`src/rtl/dht11_leitor.sv`:
```
// rtl/dht11_leitor.sv - DHT11 single-wire bus master: start pulse, 40-bit decode, checksum
// Line is driven only through the open-drain enable; all timing runs in system clock cycles.
module dht11_leitor #(
  parameter int CLOCK_HZ      = 50_000_000,
  parameter int START_LOW_US  = 18000,
  parameter int TIMEOUT_US    = 200,
  parameter int BIT_THRESH_US = 50
) (
  input  logic        clock,
  input  logic        reset,
  input  logic        medir,
  input  logic        dht_data_in,
  output logic        dht_data_oe,
  output logic [15:0] umidade,
  output logic [15:0] temperatura,
  output logic        pronto,
  output logic        erro_checksum,
  output logic        erro_timeout,
  output logic        ocupado,
  output logic [3:0]  db_estado
);

  localparam int CYC_US    = CLOCK_HZ / 1_000_000;
  localparam int START_CYC = START_LOW_US * CYC_US;
  localparam int TMO_CYC   = TIMEOUT_US * CYC_US;
  localparam int THR_CYC   = BIT_THRESH_US * CYC_US;
  localparam int CNT_MAX   = (START_CYC > TMO_CYC) ? START_CYC : TMO_CYC;
  localparam int CNT_W     = $clog2(CNT_MAX + 1);

  localparam logic [CNT_W-1:0] START_LAST = CNT_W'(START_CYC - 1);
  localparam logic [CNT_W-1:0] TMO_LAST   = CNT_W'(TMO_CYC - 1);
  localparam logic [CNT_W-1:0] THR_M1     = CNT_W'(THR_CYC - 1);
  localparam logic [CNT_W-1:0] CNT_SAT    = CNT_W'(CNT_MAX);

  typedef enum logic [3:0] {
    S_IDLE      = 4'd0,
    S_START_LOW = 4'd1,
    S_RELEASE   = 4'd2,
    S_RESP_LOW  = 4'd3,
    S_RESP_HIGH = 4'd4,
    S_BIT_LOW   = 4'd5,
    S_BIT_HIGH  = 4'd6,
    S_CHECK     = 4'd7,
    S_DONE      = 4'd8,
    S_ERRO      = 4'd9
  } state_t;

  state_t            state_q, state_d;
  logic              sync1_q, sync2_q, line_prev_q;
  logic [CNT_W-1:0]  cnt_q, cnt_d;
  logic [39:0]       shift_q;
  logic [5:0]        bit_cnt_q;
  logic [15:0]       umid_q, temp_q;
  logic              erro_chk_q, erro_tmo_q;

  logic              line_s, rose, fell, timeout, bit_val, last_bit, chk_ok;
  logic [7:0]        sum8;

  assign line_s   = sync2_q;
  assign rose     = line_s & ~line_prev_q;
  assign fell     = ~line_s & line_prev_q;
  assign timeout  = (cnt_q == TMO_LAST);
  // cnt_q lags the true high width by one: the entry edge cycle is not counted
  assign bit_val  = (cnt_q >= THR_M1);
  assign last_bit = (bit_cnt_q == 6'd39);
  assign sum8     = shift_q[39:32] + shift_q[31:24] + shift_q[23:16] + shift_q[15:8];
  assign chk_ok   = (sum8 == shift_q[7:0]);

  always_ff @(posedge clock or negedge reset) begin
    if (!reset) begin
      state_q <= S_IDLE;
    end else begin
      state_q <= state_d;
    end
  end

  always_comb begin
    state_d = state_q;
    case (state_q)
      S_IDLE:      if (medir) state_d = S_START_LOW;
      S_START_LOW: if (cnt_q == START_LAST) state_d = S_RELEASE;
      S_RELEASE: begin
        if (fell)         state_d = S_RESP_LOW;
        else if (timeout) state_d = S_ERRO;
      end
      S_RESP_LOW: begin
        if (rose)         state_d = S_RESP_HIGH;
        else if (timeout) state_d = S_ERRO;
      end
      S_RESP_HIGH: begin
        if (fell)         state_d = S_BIT_LOW;
        else if (timeout) state_d = S_ERRO;
      end
      S_BIT_LOW: begin
        if (rose)         state_d = S_BIT_HIGH;
        else if (timeout) state_d = S_ERRO;
      end
      S_BIT_HIGH: begin
        if (fell)         state_d = last_bit ? S_CHECK : S_BIT_LOW;
        else if (timeout) state_d = S_ERRO;
      end
      S_CHECK:     state_d = S_DONE;
      S_DONE:      state_d = S_IDLE;
      S_ERRO:      state_d = S_IDLE;
      default:     state_d = S_IDLE;
    endcase
  end

  always_comb begin
    dht_data_oe = (state_q == S_START_LOW);
    pronto      = (state_q == S_DONE) || (state_q == S_ERRO);
    ocupado     = (state_q != S_IDLE);
    db_estado   = state_q;
  end

  always_comb begin
    cnt_d = cnt_q;
    if (state_d != state_q)  cnt_d = '0;
    else if (cnt_q != CNT_SAT) cnt_d = cnt_q + 1'b1;
  end

  always_ff @(posedge clock or negedge reset) begin
    if (!reset) begin
      sync1_q     <= 1'b1;
      sync2_q     <= 1'b1;
      line_prev_q <= 1'b1;
      cnt_q       <= '0;
      shift_q     <= '0;
      bit_cnt_q   <= '0;
      umid_q      <= '0;
      temp_q      <= '0;
      erro_chk_q  <= 1'b0;
      erro_tmo_q  <= 1'b0;
    end else begin
      sync1_q     <= dht_data_in;
      sync2_q     <= sync1_q;
      line_prev_q <= sync2_q;
      cnt_q       <= cnt_d;
      if (state_q == S_IDLE && medir) begin
        shift_q    <= '0;
        bit_cnt_q  <= '0;
        erro_chk_q <= 1'b0;
        erro_tmo_q <= 1'b0;
      end
      if (state_q == S_BIT_HIGH && fell) begin
        shift_q   <= {shift_q[38:0], bit_val};
        bit_cnt_q <= (bit_cnt_q == 6'd40) ? 6'd40 : bit_cnt_q + 6'd1;
      end
      if (state_q == S_CHECK) begin
        if (chk_ok) begin
          umid_q <= shift_q[39:24];
          temp_q <= shift_q[23:8];
        end else begin
          erro_chk_q <= 1'b1;
        end
      end
      // Flag is raised on entry so it is already valid during the pronto cycle
      if (state_d == S_ERRO && state_q != S_ERRO) erro_tmo_q <= 1'b1;
    end
  end

  assign umidade       = umid_q;
  assign temperatura   = temp_q;
  assign erro_checksum = erro_chk_q;
  assign erro_timeout  = erro_tmo_q;

endmodule
```
`config.mk`:
```
export PLATFORM = sky130hd
export DESIGN_NAME = dht11_leitor
export DESIGN_NICKNAME = d
export VERILOG_FILES = /design/src/rtl/dht11_leitor.sv
export SDC_FILE = /design/constraint.sdc
export NUM_CORES = 1
export LEC_CHECK = 0
export ABC_AREA = 1
export BUFFER_PORTS_ARGS = -buffer_cell sky130_fd_sc_hd__buf_2
export CORE_ASPECT_RATIO = 1.2
export CORE_MARGIN = 2
export CORE_UTILIZATION = 60
export CTS_BUF_LIST = sky130_fd_sc_hd__clkbuf_2
export CTS_CLUSTER_DIAMETER = 30
export CTS_CLUSTER_SIZE = 14
export DETAILED_ROUTE_END_ITERATION = 16
export PLACE_DENSITY = 0.8
export SLEW_MARGIN = 40
export SYNTH_ARGS = -nofsm -noshare
export SYNTH_HDL_FRONTEND = slang
export SYNTH_SLANG_ARGS = --single-unit
```
`constraint.sdc`:
```
create_clock -name clock -period 4.3 [get_ports clock]
set_clock_uncertainty 0.15 [all_clocks]
set_input_delay 0.43 -clock clock [delete_from_list [all_inputs] [get_ports clock]]
set_output_delay 0.43 -clock clock [all_outputs]
set_load 0.05 [all_outputs]
```
==> impl_metrics.csv <==
group,metric,value,unit
clock_network,cts.sinks,107,
setup_path,crit_path_cell_trace,"fa_1, inv_1, fa_1, inv_1, ha_1, inv_1, fa_1, inv_1, nand2_1, nand2_1, nand3_1, nor2_1, nand3_1, nor3_4, buf_4, nand4_1, nand2_1",
cells_and_area,final_cell_area,5960,sq um
routing,vias_per_cell,5.42,
setup_path,endpoint_kind,"flip-flop",
setup_path,cp-startpoint,"shift_q[9]$_DFFE_PN0P_",
floorplan,rows,38,
timing,final-setup-viol-count,0,
floorplan,die_x,91.7,um
global_routing,gr-total-overflow,0,
setup_path,critPathRequiredTime,4700,ps
placed_design,dpl.hpwl,8220,um
clock_network,root_buffer,"clkbuf_2",
setup_path,cp_slowest_stage_delay,540,ps
pwr,power.density,250,nW/um^2
logic_synthesis,synthArstFlopShare,100,%
global_routing,antenna_found_initial,0,
clock_network,cts_tree,"done",
setup_path,crit_top_cell,"inv_1",
min_path,min_to,"db_estado[0]$_DFF_PN0_",
cells_and_area,area_growth,7.64,%
cells_and_area,area.sequential,2680,sq um
cells_and_area,multi_input_area,2340,sq um
placed_design,portBuffers,44,
placed_design,dpl_cell_area,5830,sq um
clock_network,cts_buffers,9,
clock_network,clk_latency,590,ps
cells_and_area,drive_above_1_share,10.6,%
setup_path,timing.critical_path.max_delay_family,"adder cells",
timing,rsz0062_at_grt,"false",
routing,routed_wl,11500,um
timing,min_period,3850,ps
timing,slew_headroom,48.9,%
floorplan,initial_core_util,61.6,%
setup_path,cp.arrival,4250,ps
routing,vias,4425,
min_path,hp-class,"input port to flip-flop",
pwr,peakVddDrop,147,uV
global_routing,grt_pass1_wl,19800,um
logic_synthesis,synth_seq_cells,107,
timing,hold_viol_final,0,
setup_path,r2r_start,"shift_q[9]$_DFFE_PN0P_",
cells_and_area,nFillCells,737,
routing,drc,0,
routing,wl_per_cell,14.1,um
setup_path,reg2reg_depth,17,
cells_and_area,diodes,0,
routing,drtPass1Iterations,5,
floorplan,die-area,10000,sq um
global_routing,grtUsageTotal,24.8,%
min_path,hold_start,"medir",
floorplan,chipHeight,109,um
cells_and_area,nNetsFinal,722,
timing,final.setup.tns,0,ps
timing,whs,106,ps
clock_network,h-tree-depth,3,
timing,drv_slew,0,
logic_synthesis,syn-num-nets,682,
logic_synthesis,ys_seq_area_share,48.4,%
setup_path,r2r_slack,450,ps
logic_synthesis,netlist_instances,653,
job,maxCapViolations,0,
timing,finalCritPeriodShare,89.4,%
min_path,min_path_cells,5,
floorplan,coreArea,8990,sq um
logic_synthesis,ys_warn_count,0,
logic_synthesis,mappedNetlistArea,5540,sq um
setup_path,cp_num_buf_inv,5,
setup_path,critPathLaunchType,"flip-flop",
routing,drt_first_iter_violations,278,
logic_synthesis,avgSynthCellArea,8.48,sq um
pwr,p_leak,3.20,nW
global_routing,grt_max_degree,77,
setup_path,path_max_fanout,33,
timing,fmax,260,MHz
clock_network,path_clk_slew,270,ps
pwr,power,1.49,mW
setup_path,cp_slowest_cell,"fa_1",
clock_network,cts_resized,0,
placed_design,place.gp.congestion,0.932,
clock_network,cts_buffer_depth,2,
floorplan,io_pins,45,
logic_synthesis,synth_edf_count,0,
run_status,status,"finished clean",
setup_path,reg2reg_to,"temperatura[0]$_DFFE_PN0P_",
routing,final_antenna_net_count,0,
setup_path,setup.worst_path.class,"flip-flop to flip-flop",
global_routing,grt_pass1_vias,4407,
timing,worst_pin_slew,765,ps
logic_synthesis,ys.flop_type,"dfrtp_1",
logic_synthesis,yosysUniqueCellTypes,28,
layout make-up:
| class | count | share of cell area, % |
|---|---|---|
| clock buffer | 10 | 0.840 |
| clock inverter | 5 | 0.924 |
| inverter | 104 | 6.57 |
| multi-input combinational | 419 | 39.3 |
| sequential | 107 | 45.0 |
| tap | 120 | 2.52 |
| timing repair buffer | 52 | 4.89 |
metal layers:
metal | wire, um | global-route usage (%) | vias up
met2 | 5910 | 43.9 | 104
met4 | 291 | 10.0 | 0
li1 | - | - | 2187
met1 | 4890 | 30.5 | 2112
met3 | 391 | 4.35 | 22
met5 | 0 | 0 | -
timing repair:
action                    CTS  global route
hold endpoints to repair   76             0
buffers inserted            0             0
hold buffers                2             0
worst max-delay path by stage:
stage | endpoint | cells past startpoint | slack [ps]
3_3_place_gp | temperatura[0]$_DFFE_PN0P_ | 17 | 660
4_1_cts | temperatura[0]$_DFFE_PN0P_ | 17 | 460
2_1_floorplan | temperatura[0]$_DFFE_PN0P_ | 18 | 820
5_1_grt | erro_checksum$_DFF_PN0_ | 18 | 160
6_report | temperatura[0]$_DFFE_PN0P_ | 17 | 450
3_5_place_dp | erro_checksum$_DFF_PN0_ | 18 | 520
report_power, final:
part	internal (mW)	leakage, nW	switching [mW]
Sequential	1.01	1.22	0.000596
Clock	0.131	0.0654	0.321
Combinational	0.00416	1.91	0.0214
Total	1.15	3.20	0.343
cell usage in the layout, fill, tap and decap left out, types with 10 or more instances in the layout:
cell	synthesis	routed
o22ai_1	42	42
clkbuf_2	0	10
inv_1	102	102
nand2_1	167	167
nand3_1	30	30
dfrtp_1	104	104
ha_1	11	11
o21ai_0	12	12
nand4_1	39	39
xor2_1	17	17
nor2_1	52	52
buf_2	13	43
fa_1	14	14
stage by stage:
step	worst slack [ps]	utilization, %	cells
after floorplan	821	-	653
after CTS	461	66.3	817
after global routing	157	66.3	817
final	454	66.3	817
after global placement	663	64.9	800
after detailed placement	517	64.9	800
cell usage after synthesis, types with 6 or more instances:
cell type,count,share of area (%)
nor4_1,6,0.68
a21oi_1,8,0.72
dfrtp_1,104,47
o22ai_1,42,4.7
clkbuf_1,7,0.47
xor2_1,17,2.7
buf_2,13,1.2
nand4_1,39,4.4
fa_1,14,5.1
o21ai_0,12,1.1
inv_1,102,6.9
nor3_1,6,0.54
nand2_1,167,11
nor2_1,52,3.5
ha_1,11,2.5
nand3_1,30,2.7
state kept, by name, summed over array words and instances, names as in the netlist:
| name | flops |
|---|---|
| line_s | 1 |
| umidade | 16 |
| db_estado | 4 |
| erro_timeout | 1 |
| cnt_q | 20 |
| shift_q | 40 |
| sync1_q | 1 |
| bit_cnt_q | 6 |
| line_prev_q | 1 |
| erro_checksum | 1 |
| temperatura | 16 |
worst register-to-register path, stage by stage, from the launching register on:
cell and delay [ps]:
dfrtp_1 480, fa_1 540, inv_1 60, fa_1 500, inv_1 50, ha_1 220
inv_1 80, fa_1 430, inv_1 70, nand2_1 40, nand2_1 60, nand3_1 90
nor2_1 110, nand3_1 130, nor3_4 160, buf_4 340, nand4_1 200, nand2_1 110
cells by family after synthesis:
group	Yosys count	synth area share (%)
AND/OR/NAND/NOR	308	24.4
AO/OA/AOI/OAI	66	7.14
buffers and inverters	127	9.31
adder cells (fa/ha/maj)	25	7.55
XOR/XNOR	20	3.16
flip-flops	107	48.4
No activity file was read; power rests on OpenSTA's default activity.
